**config.mk**
```make
export PLATFORM = sky130hd
export DESIGN_NAME = axi_wr_arbiter
export DESIGN_NICKNAME = d
export VERILOG_FILES = /design/src/rtl/axi_wr_arbiter_pkg.sv /design/src/rtl/axi_wr_arbiter_rr.sv /design/src/rtl/axi_wr_arbiter.sv
export SDC_FILE = /design/constraint.sdc
export NUM_CORES = 1
export LEC_CHECK = 0
export ABC_AREA = 1
export CORE_AREA = 5 5 90 92
export CTS_CLUSTER_SIZE = 25
export DETAILED_ROUTE_END_ITERATION = 10
export DIE_AREA = 0 0 95 97
export HOLD_SLACK_MARGIN = 0.05
export MAX_ROUTING_LAYER = met4
export PLACE_DENSITY = 0.84
export SLEW_MARGIN = 15
export SYNTH_ARGS = -nofsm -noshare
export SYNTH_HDL_FRONTEND = slang
export SYNTH_SLANG_ARGS = --single-unit
```
**constraint.sdc**
```tcl
create_clock -name i_clock -period 1.7 [get_ports i_clock]
set_input_delay 0.255 -clock i_clock [delete_from_list [all_inputs] [get_ports i_clock]]
set_output_delay 0.255 -clock i_clock [all_outputs]
set_load 0.02 [all_outputs]
```
**src/rtl/axi_wr_arbiter_pkg.sv**
```systemverilog
// Shared definitions for the AXI4-lite write arbiter: FSM state encoding and
// AXI response codes.
package axi_wr_arbiter_pkg;

    typedef enum logic [1:0] {
        ST_IDLE = 2'b00,
        ST_XFER = 2'b01,
        ST_RESP = 2'b10
    } arb_state_e;

    localparam logic [1:0] RESP_OKAY   = 2'b00;
    localparam logic [1:0] RESP_SLVERR = 2'b10;
    localparam logic [1:0] RESP_DECERR = 2'b11;

endpackage

```
**src/rtl/axi_wr_arbiter_rr.sv**
```systemverilog
// Combinational round-robin picker: first requester at or after ptr, wrapping,
// returned as a one-hot grant plus its binary index.
module ysyx_24110006_rr_arbiter #(
    parameter int NUM_MASTERS = 2,
    parameter int IDX_W       = 1
) (
    input  logic [NUM_MASTERS-1:0] req,
    input  logic [IDX_W-1:0]       ptr,
    output logic [NUM_MASTERS-1:0] grant,
    output logic [IDX_W-1:0]       grant_idx,
    output logic                   any_req
);

    localparam int CW = IDX_W + 1;

    logic [CW-1:0] cand_s;
    logic          found_s;

    // Walk the candidates in priority order starting at ptr and keep the first hit.
    always_comb begin
        grant     = '0;
        grant_idx = '0;
        found_s   = 1'b0;
        cand_s    = '0;
        for (int k = 0; k < NUM_MASTERS; k++) begin
            cand_s = {1'b0, ptr} + CW'(k);
            if (cand_s >= CW'(NUM_MASTERS)) begin
                cand_s = cand_s - CW'(NUM_MASTERS);
            end else begin
                cand_s = cand_s;
            end
            for (int j = 0; j < NUM_MASTERS; j++) begin
                if (!found_s && req[j] && (cand_s == CW'(j))) begin
                    found_s   = 1'b1;
                    grant[j]  = 1'b1;
                    grant_idx = IDX_W'(j);
                end else begin
                    found_s = found_s;
                end
            end
        end
        any_req = found_s;
    end

endmodule

```
**src/rtl/axi_wr_arbiter.sv**
```systemverilog
// Round-robin arbiter sharing one AXI4-lite write slave among several masters;
// one full AW/W/B transaction is granted at a time.
module axi_wr_arbiter
    import axi_wr_arbiter_pkg::*;
#(
    parameter int NUM_MASTERS = 2,
    parameter int ADDR_W      = 32,
    parameter int DATA_W      = 32,
    parameter int STRB_W      = 8
) (
    input  logic                          i_clock,
    input  logic                          i_reset,
    input  logic [NUM_MASTERS*ADDR_W-1:0] i_m_awaddr,
    input  logic [NUM_MASTERS-1:0]        i_m_awvalid,
    output logic [NUM_MASTERS-1:0]        o_m_awready,
    input  logic [NUM_MASTERS*DATA_W-1:0] i_m_wdata,
    input  logic [NUM_MASTERS*STRB_W-1:0] i_m_wstrb,
    input  logic [NUM_MASTERS-1:0]        i_m_wvalid,
    output logic [NUM_MASTERS-1:0]        o_m_wready,
    output logic [NUM_MASTERS*2-1:0]      o_m_bresp,
    output logic [NUM_MASTERS-1:0]        o_m_bvalid,
    input  logic [NUM_MASTERS-1:0]        i_m_bready,
    output logic [ADDR_W-1:0]             o_s_awaddr,
    output logic                          o_s_awvalid,
    input  logic                          i_s_awready,
    output logic [DATA_W-1:0]             o_s_wdata,
    output logic [STRB_W-1:0]             o_s_wstrb,
    output logic                          o_s_wvalid,
    input  logic                          i_s_wready,
    input  logic [1:0]                    i_s_bresp,
    input  logic                          i_s_bvalid,
    output logic                          o_s_bready
);

    localparam int IDX_W = $clog2(NUM_MASTERS);

    arb_state_e             state_r, state_n;
    logic [NUM_MASTERS-1:0] grant_r, grant_n;
    logic [IDX_W-1:0]       grant_idx_r, grant_idx_n;
    logic [IDX_W-1:0]       rr_ptr_r, rr_ptr_n;
    logic                   aw_done_r, aw_done_n;
    logic                   w_done_r, w_done_n;

    logic [NUM_MASTERS-1:0] arb_grant_s;
    logic [IDX_W-1:0]       arb_idx_s;
    logic                   arb_any_s;

    logic [ADDR_W-1:0]      sel_awaddr_s;
    logic [DATA_W-1:0]      sel_wdata_s;
    logic [STRB_W-1:0]      sel_wstrb_s;
    logic                   sel_awvalid_s;
    logic                   sel_wvalid_s;
    logic                   sel_bready_s;
    logic                   aw_act_s;
    logic                   w_act_s;
    logic                   resp_s;
    logic                   aw_hs_s;
    logic                   w_hs_s;
    logic                   b_hs_s;

    ysyx_24110006_rr_arbiter #(
        .NUM_MASTERS (NUM_MASTERS),
        .IDX_W       (IDX_W)
    ) u_rr (
        .req       (i_m_awvalid),
        .ptr       (rr_ptr_r),
        .grant     (arb_grant_s),
        .grant_idx (arb_idx_s),
        .any_req   (arb_any_s)
    );

    // One-hot mux of the granted master's request-side fields.
    always_comb begin
        sel_awaddr_s  = '0;
        sel_wdata_s   = '0;
        sel_wstrb_s   = '0;
        sel_awvalid_s = 1'b0;
        sel_wvalid_s  = 1'b0;
        sel_bready_s  = 1'b0;
        for (int i = 0; i < NUM_MASTERS; i++) begin
            if (grant_r[i]) begin
                sel_awaddr_s  = i_m_awaddr[i*ADDR_W +: ADDR_W];
                sel_wdata_s   = i_m_wdata[i*DATA_W +: DATA_W];
                sel_wstrb_s   = i_m_wstrb[i*STRB_W +: STRB_W];
                sel_awvalid_s = i_m_awvalid[i];
                sel_wvalid_s  = i_m_wvalid[i];
                sel_bready_s  = i_m_bready[i];
            end else begin
                sel_awaddr_s = sel_awaddr_s;
            end
        end
    end

    // Slave-side drive and per-master demux; everything outside the active phase is zero.
    always_comb begin
        aw_act_s    = (state_r == ST_XFER) && !aw_done_r;
        w_act_s     = (state_r == ST_XFER) && !w_done_r;
        resp_s      = (state_r == ST_RESP);
        o_s_awvalid = aw_act_s && sel_awvalid_s;
        o_s_awaddr  = aw_act_s ? sel_awaddr_s : {ADDR_W{1'b0}};
        o_s_wvalid  = w_act_s && sel_wvalid_s;
        o_s_wdata   = w_act_s ? sel_wdata_s : {DATA_W{1'b0}};
        o_s_wstrb   = w_act_s ? sel_wstrb_s : {STRB_W{1'b0}};
        o_s_bready  = resp_s && sel_bready_s;
        aw_hs_s     = o_s_awvalid && i_s_awready;
        w_hs_s      = o_s_wvalid && i_s_wready;
        b_hs_s      = o_s_bready && i_s_bvalid;
        o_m_awready = '0;
        o_m_wready  = '0;
        o_m_bvalid  = '0;
        o_m_bresp   = '0;
        for (int i = 0; i < NUM_MASTERS; i++) begin
            o_m_awready[i] = aw_act_s && grant_r[i] && i_s_awready;
            o_m_wready[i]  = w_act_s && grant_r[i] && i_s_wready;
            o_m_bvalid[i]  = resp_s && grant_r[i] && i_s_bvalid;
            if (resp_s && grant_r[i]) begin
                o_m_bresp[i*2 +: 2] = i_s_bresp;
            end else begin
                o_m_bresp[i*2 +: 2] = RESP_OKAY;
            end
        end
    end

    // Next-state logic: arbitrate in IDLE, track AW/W completion, release on B handshake.
    always_comb begin
        state_n     = state_r;
        grant_n     = grant_r;
        grant_idx_n = grant_idx_r;
        rr_ptr_n    = rr_ptr_r;
        aw_done_n   = aw_done_r;
        w_done_n    = w_done_r;
        case (state_r)
            ST_IDLE: begin
                if (arb_any_s) begin
                    grant_n     = arb_grant_s;
                    grant_idx_n = arb_idx_s;
                    state_n     = ST_XFER;
                end else begin
                    state_n = ST_IDLE;
                end
            end
            ST_XFER: begin
                if (aw_hs_s) begin
                    aw_done_n = 1'b1;
                end else begin
                    aw_done_n = aw_done_r;
                end
                if (w_hs_s) begin
                    w_done_n = 1'b1;
                end else begin
                    w_done_n = w_done_r;
                end
                if (aw_done_n && w_done_n) begin
                    state_n = ST_RESP;
                end else begin
                    state_n = ST_XFER;
                end
            end
            ST_RESP: begin
                if (b_hs_s) begin
                    state_n   = ST_IDLE;
                    grant_n   = '0;
                    aw_done_n = 1'b0;
                    w_done_n  = 1'b0;
                    if (grant_idx_r == IDX_W'(NUM_MASTERS - 1)) begin
                        rr_ptr_n = '0;
                    end else begin
                        rr_ptr_n = grant_idx_r + IDX_W'(1);
                    end
                end else begin
                    state_n = ST_RESP;
                end
            end
            default: begin
                state_n   = ST_IDLE;
                grant_n   = '0;
                aw_done_n = 1'b0;
                w_done_n  = 1'b0;
            end
        endcase
    end

    // State and flag registers.
    always_ff @(posedge i_clock or negedge i_reset) begin
        if (!i_reset) begin
            state_r     <= ST_IDLE;
            grant_r     <= '0;
            grant_idx_r <= '0;
            rr_ptr_r    <= '0;
            aw_done_r   <= 1'b0;
            w_done_r    <= 1'b0;
        end else begin
            state_r     <= state_n;
            grant_r     <= grant_n;
            grant_idx_r <= grant_idx_n;
            rr_ptr_r    <= rr_ptr_n;
            aw_done_r   <= aw_done_n;
            w_done_r    <= w_done_n;
        end
    end

endmodule

```
* Word-level counts from Yosys, hierarchy flattened *
Index checks and enable logic that the tools add are counted.

word-level totals
  register bits = 8
  bits of input ports = 157
  output and inout bits = 85
  word-level logic and storage cells = 103

cells by class
  add/subtract/negate cells = 4
  order comparisons = 2
  equal/unequal tests = 6
  multiplexer cells = 43
  bitwise logic cells = 2
  reduce and logical (&&, ||, !) cells = 40

operators by type and width
  kind                                                                number
  2-to-1 mux 32 bit                                                   6
  logical AND 1 bit                                                   28
  2-to-1 mux 8 bit                                                    3
  2-to-1 mux 1 bit                                                    22
  2-to-1 mux 2 bit                                                    8
  one-hot mux 2 bit (3 select lines)                                  2
  == test 2 x 1 -> 1 bit (second input constant)                      3
  zero test 2 bit                                                     3
  one-hot mux 1 bit (3 select lines)                                  2
  AND reduction 2 bit                                                 3
  zero test 1 bit                                                     5
  AND reduction 3 bit                                                 1
  adder 1 x 1 -> 2 bit (second input constant)                        1
  == test 2 bit (second input constant)                               1
  greater-or-equal comparator 1 x 2 -> 1 bit (second input constant)  1
  greater-or-equal comparator 2 bit (second input constant)           1
  inequality test 2 x 1 -> 1 bit (second input constant)              1
  inequality test 2 bit (second input constant)                       1
  NOT 1 bit                                                           2
  subtractor 1 x 2 -> 2 bit (second input constant)                   1
  subtractor 2 bit (second input constant)                            1
  adder 1 bit (second input constant)                                 1

* Depth between registers and ports, before layout *
Gate-level depths: netlist of the first run.

  depth in word-level cells = 19
  gate-level depth with buffers = 9
  depth with buffers taken out = 8

* By module *
A second synthesis of the first run with hierarchy kept.

second synthesis, totals
  cells, all modules = 259
  area, all modules = 1665.3 um^2

modules (own cells, without submodules)
  module                    instances  cells each  area each (um^2)  sequential area each (um^2)
  axi_wr_arbiter            1          252         1635.3            200.2
  ysyx_24110006_rr_arbiter  1          7           30.0              0.0

* Worst setup path before layout of the first run *
Ideal clock, no wire load.

  path kind = reg-to-output
  start point = register state_r[1]
  end point = output port o_s_wdata[10]
  data arrival time = 1.214 ns
  data required time = 1.445 ns
  setup slack = 0.231 ns
  cell stages (with the launch flop) = 7
  path buffers = 1
  cells stage by stage = dfrtp_1 -> inv_2 -> nand2_1 -> nor2_1 -> inv_2 -> clkbuf_1 -> nor2_1

on the way
  longest elaborated chain between the ends = 3

ends and longest elaborated chain
  item                    RTL line               RTL
  from (decl)             axi_wr_arbiter.sv:37   arb_state_e state_r, state_n;
  from (signal assigned)  axi_wr_arbiter.sv:193  state_r <= state_n;
  == test 2 x 1 -> 1 bit  axi_wr_arbiter.sv:97   w_act_s = (state_r == ST_XFER) && !w_done_r;
  logical AND 1 bit       axi_wr_arbiter.sv:97
  2-to-1 mux 32 bit       axi_wr_arbiter.sv:102  o_s_wdata = w_act_s ? sel_wdata_s : {DATA_W{1'b0}};
  to (decl)               axi_wr_arbiter.sv:26   output logic [DATA_W-1:0] o_s_wdata,

No other way between the ends.

* Final worst setup path of the first run *
  start point = register grant_r[1]
  end point = output port o_s_wdata[22]

on the way
  longest elaborated chain between the ends = 2

ends and longest elaborated chain
  item                    RTL line               RTL
  from (decl)             axi_wr_arbiter.sv:38   logic [NUM_MASTERS-1:0] grant_r, grant_n;
  from (signal assigned)  axi_wr_arbiter.sv:194  grant_r <= grant_n;
  2-to-1 mux 32 bit       axi_wr_arbiter.sv:81   if (grant_r[i]) begin
  2-to-1 mux 32 bit       axi_wr_arbiter.sv:102

No other way between the ends.

==> results of run 1 <==
-- flip-flops by register name, indices dropped and copies added (netlist names) --
signal	count
state_r	2
grant_r	2
aw_done_r	1
w_done_r	1
rr_ptr_r	1
grant_idx_r	1
-- final cells by class --
cell class                      instances  area (um^2)  area share, %
Clock buffer                            4         45.0          0.982
Inverter                               16         70.1           1.53
Timing Repair Buffer                  279         2790           60.8
Multi-Input combinational cell        207         1360           29.6
Tap cell                               99          124           2.70
Sequential cell                         8          201           4.39
-- worst min path at each step --
stage	slack (ns)	startpoint	to	depth (start not counted)
finish	0.32	i_reset	grant_r[0]	1
global route	0.35	i_reset	grant_r[0]	1
CTS	0.32	i_reset	grant_r[0]	1
detailed placement	0.47	grant_idx_r	rr_ptr_r	1
global placement	0.45	grant_idx_r	rr_ptr_r	1
floorplan	-0.04	i_reset	aw_done_r	0
-- what timing repair did --
item                                   in CTS  in global routing
pin swaps                                   2                  5
cloned                                      4                  4
setup endpoints to repair                  85                 84
buffers inserted                            2                  3
gates resized for setup                   394                124
endpoints found under the hold margin       0                  0
-- power by group through the flow --
stage	Sequential (uW)	Combinational, uW	Clock [uW]
global route	373	7220	263
floorplan	326	2870	0
CTS	360	5680	246
detailed placement	345	5380	0
finish	365	6860	243
global placement	337	5310	0
-- per-stage QoR --
step	TNS (ns)	std cells	worst slack, ns	area (um^2)
floorplan	0	254	0.231	1500
CTS	-1.89	607	-0.0883	4100
detailed placement	-17.74	598	-0.319	4130
global route	-5.45	613	-0.139	4590
global placement	-15.32	598	-0.278	4130
finish	-1.14	613	-0.0786	4590
-- per-layer routing --
layer,vias up,GRT usage (%),share of wire [%]
li1,1414,-,-
met1,1368,24.9,36
met4,0,8.44,3.0
met2,173,39.4,52
met5,-,-,0
met3,24,6.44,9.6
-- kinds of logic after synthesis --
logic type | Yosys count | synth area share, %
AO/OA/AOI/OAI | 78 | 38.3
buffers and inverters | 39 | 13.8
flip-flops | 8 | 13.4
AND/OR/NAND/NOR | 129 | 34.6
-- synth_stat cells --
library cell and n:
a22oi_1 72, a21oi_1 2, nand3_1 6, buf_2 9, inv_1 12, o21ai_0 3
nand4_1 1, and3_1 1, dfrtp_1 8, nor3_1 4, buf_6 2, clkbuf_1 3
inv_2 4, nand2_1 33, nor2_8 1, nor2_1 83, o211ai_1 1, buf_4 9
-- placed cells by master (no fill, tap or decap), types with 3 or more instances in the layout --
cell / instances
clkbuf_8: 3
clkbuf_16: 4
inv_1: 11
a22oi_2: 10
nor2_4: 18
clkdlybuf4s50_1: 156
a22oi_1: 62
buf_6: 27
nand2_1: 30
nand3_1: 6
o21ai_0: 3
nor3_2: 3
buf_12: 6
inv_2: 3
nor2_2: 15
nor2_1: 50
buf_16: 3
buf_2: 3
dfrtp_1: 7
buf_4: 79
-- worst reg2reg max path: stages, from the launching register on --
cell and delay, ns:
dfrtp_1 0.41, buf_4 0.16, nor2_2 0.09, buf_4 0.14
buf_4 0.11, nand4_1 0.13, nand2_1 0.15, nand2_1 0.08
nand2_1 0.08, nand2_1 0.06
==> impl_metrics.yaml, run 1 <==
setup_path:
  cp-end-kind: "primary output"
  slowest_stage: "dfrtp_2"
  cp-start-kind: "register"
  crit_end: "o_s_wdata[22]"
  worstSetupPathDepth: 6
  cp-startpoint: "grant_r[1]"
  path_delay_family: "flip-flops"
  timing.rr.end: "w_done_r"
  crit_required_ns: 1.44
  crit_fanout: 9
  cpPeakStageDelay_ns: 0.46
  r2r.worst_path.cells: 9
  cp_data_arrival_time_ns: 1.52
  crit_chain: "nor2_8 -> buf_12 -> buf_16 -> a22oi_1 -> nor2_2 -> buf_6"
  critPathKind: "reg -> out"
  crit_buf_inv: 3
  r2r_setup_slack_ns: 0.18
  worstReg2RegStart: "state_r[0]"
finish:
  final_net_count: 672
  postLayoutCoreUtil_pct: 64.3
  antenna_cells: 0
  area_growth_pct: 206
  fill_cells: 611
  drive_gt1_share_pct: 35.8
sta:
  period_minus_slack_ns: 1.78
  finalMaxSlewViolations: 0
  skew_ns: 0.00599
  setup_viol: 40
  rsz0062_at_grt: "true"
  worstMarginPinSlew_ns: 0.399
  relSlewSlack_pct: 73.3
  layout_setup_ws_ns: -0.0786
  period_share_pct: 105
  hold_viol: 0
  fmax_mhz: 562
  hold_ws_ns: 0.317
outcome:
  violations: "setup timing"
  status: "complete, but fails checks"
logic_synthesis:
  avgSynthCellArea_um2: 5.90
  syn_area_mm2: 0.00150
  yosysTopAreaCell: "a22oi_1"
  ys_types: 18
  synth_cells: 254
  netlist_top_cells_area: "a22oi_1 (36%), nor2_1 (21%), dfrtp_1 (13%)"
  yosys.area.top_type_share_pct: 36.1
  syn-num-nets: 411
  synth_seq_cells: 8
  yosys_warnings: 0
  yosysSeqAreaShare_pct: 13.4
cts:
  cts_made_buffers: 3
  clock_path_buffers: 2
  clk_latency_ns: 0.23
  cts.sinks: 8
  clkTransAtPathRegs_ns: 0.04
  postCtsHoldBufs: 0
  htree_levels: 1
  root_buffer: "clkbuf_8"
  cts_tree: "yes"
pwr:
  total_leakage_power_uw: 0.00199
  switching_share_pct: 51.7
  netSwitchingPower_uw: 3860
  pwr-share-seq_pct: 4.9
  power_density_mw_per_mm2: 1630
  power.total_uw: 7470
  combPwrFrac_pct: 91.9
  clockPowerShare_pct: 3.2
  ir_drop_mv: 1.05
  p_int_uw: 3610
global_routing:
  grt_overflow_total: 0
  grt_pass1_wl_mm: 16.1
  antenna_found_initial: 0
  grt_max_degree: 37
  grt_usage_pct: 23.0
  grt_pass1_vias: 2890
detailed_routing:
  wirelength_mm: 12.0
  avgRoutedWirePerCell_um: 19.6
  avgViaCountPerCell: 4.86
  dr.pass1.iters: 5
  drc: 0
  num_vias: 2979
  drtAntennaViolNets: 0
  dr.first_iter.drc_count: 84
floorplan:
  die_x_um: 95
  core_mm2: 0.00714
  die-area_mm2: 0.00922
  start_util_pct: 21.0
  ioPinCount: 242
  die-height_um: 97
  std_cell_rows: 31
run:
  maxCapViolations: 0
placement:
  place_congestion: 0.894
  dp_hpwl_mm: 8.68
  io_buffer_count: 241
worst_hold_path:
  hp-class: "in -> async"
No activity file was read; power rests on OpenSTA's default activity.
==> run 2, diff against run 1 <==
Settings changed: HOLD_SLACK_MARGIN 0.05 to 0.1.
==> results of run 2 <==
No change in the layout: final DEF, timing and power equal those of run 1.
==> run 3, diff against run 2 <==
Settings changed: SLEW_MARGIN 15 to 40, TNS_END_PERCENT set to 30.
==> impl_metrics.yaml, run 3 (synthesized netlist as in run 1, its figures left out) <==
outcome:
  status: "complete, but fails checks"
  violations: "setup timing"
pwr:
  total_leakage_power_uw: 0.00195
  netSwitchingPower_uw: 3460
  combPwrFrac_pct: 91.1
  clockPowerShare_pct: 3.6
  power_density_mw_per_mm2: 1560
  p_int_uw: 3310
  pwr-share-seq_pct: 5.3
  ir_drop_mv: 0.948
  switching_share_pct: 51.1
cts:
  root_buffer: "clkbuf_8"
  htree_levels: 1
  clk_latency_ns: 0.23
  cts_made_buffers: 3
  clock_path_buffers: 2
  cts.sinks: 8
  postCtsHoldBufs: 0
  cts_tree: "yes"
  clkTransAtPathRegs_ns: 0.04
setup_path:
  cp_data_arrival_time_ns: 1.59
  crit_required_ns: 1.44
  cp-end-kind: "primary output"
  crit_fanout: 8
  cp-start-kind: "register"
  critPathKind: "reg -> out"
sta:
  period_minus_slack_ns: 1.84
  hold_ws_ns: 0.321
  skew_ns: 0.00572
  finalMaxSlewViolations: 0
  fmax_mhz: 543
  rsz0062_at_grt: "true"
  worstMarginPinSlew_ns: 0.407
  relSlewSlack_pct: 72.8
  setup_viol: 27
  hold_viol: 0
  layout_setup_ws_ns: -0.141
  period_share_pct: 108
placement:
  numPlacedInstances: 598
  io_buffer_count: 241
  placed_area_mm2: 0.00413
  dp_hpwl_mm: 8.68
  place_congestion: 0.894
floorplan:
  die_x_um: 95
  die-height_um: 97
  std_cell_rows: 31
  die-area_mm2: 0.00922
  ioPinCount: 242
  core_mm2: 0.00714
  start_util_pct: 21.0
finish:
  antenna_cells: 0
  top_regs: "grant_r: 2 flops, state_r: 2 flops"
  final_net_count: 670
  drive_gt1_share_pct: 30.1
  final_cell_count_no_fill: 611
  final_area_mm2: 0.00433
  area_growth_pct: 189
  postLayoutCoreUtil_pct: 60.6
  final_common_cell: "clkdlybuf4s50_1"
  final_cell_mix: "clkdlybuf4s50_1 (156), buf_4 (96), nor2_1 (72)"
run:
  maxCapViolations: 0
detailed_routing:
  dr.pass1.iters: 5
  avgViaCountPerCell: 4.80
  avgRoutedWirePerCell_um: 18.8
  wirelength_mm: 11.5
  drtAntennaViolNets: 0
  drc: 0
  num_vias: 2933
  dr.first_iter.drc_count: 87
global_routing:
  antenna_found_initial: 0
  grt_pass1_wl_mm: 16.1
  grt_overflow_total: 0
  grt_max_degree: 37
  grt_pass1_vias: 2913
  grt_usage_pct: 23.1
worst_hold_path:
  hp-class: "in -> async"
-- run 3: cell count changes in the layout (fill, tap and decap cells not counted), sizes merged --
cell    change
clkbuf      -2
bufbuf      +1
buf         -1
-- run 3: final timing paths --
| path | to | startpoint | slack, ns | depth (start not counted) |
|---|---|---|---|---|
| max in group asynchronous | grant_r[1] | i_reset | 1.07 | 1 |
| min reg2reg | rr_ptr_r | grant_idx_r | 0.49 | 1 |
| max reg2reg | w_done_r | grant_r[1] | 0.21 | 9 |
| min | grant_r[0] | i_reset | 0.32 | 1 |
| min in group i_clock | rr_ptr_r | grant_idx_r | 0.49 | 1 |
| max | o_s_wdata[29] | state_r[1] | -0.14 | 7 |
-- run 3: power by group through the flow --
stage	Combinational, uW	Sequential (uW)	Clock [uW]
floorplan	2870	326	0
global placement	5310	337	0
detailed placement	5380	345	0
CTS	5770	360	246
global route	6550	370	263
finish	6160	361	242
-- run 3: through the flow --
step / worst slack (ns) / setup TNS [ns] / total power, uW
2_1_floorplan: 0.231 / 0 / 3190
3_3_place_gp: -0.278 / -15.32 / 5650
3_5_place_dp: -0.319 / -17.74 / 5730
4_1_cts: -0.0883 / -2.07 / 6380
5_1_grt: -0.197 / -5.95 / 7180
6_report: -0.141 / -1.28 / 6770
-- run 3: routing by layer --
layer  GRT usage, %  share of wire (%)  vias up
met4           8.44                3.6        0
met3           6.75                 10       30
met2           40.0                 51      163
met1           24.5                 35     1330
li1               -                  -     1410
met5              -                  0        -
-- run 3: worst max-delay path: stages, from the launching register on --
cell	delay, ns
dfrtp_1	0.39
inv_2	0.09
nand2_4	0.06
nor2_4	0.12
inv_4	0.09
bufbuf_16	0.28
nor2_1	0.14
buf_4	0.17
-- run 3: area by class of cell --
type | count | area, um^2
inverter | 16 | 62.6
multi-input combinational | 207 | 1210
clock buffer | 4 | 45.0
fill | 657 | 2810
sequential | 8 | 201
tap | 99 | 124
timing repair buffer | 277 | 2690
-- run 3: what timing repair did --
item | CTS | global route
gates cloned | 4 | 2
pin swaps | 5 | 4
gates resized for setup | 396 | 60
buffers inserted | 2 | 2
setup endpoints to repair | 85 | 85
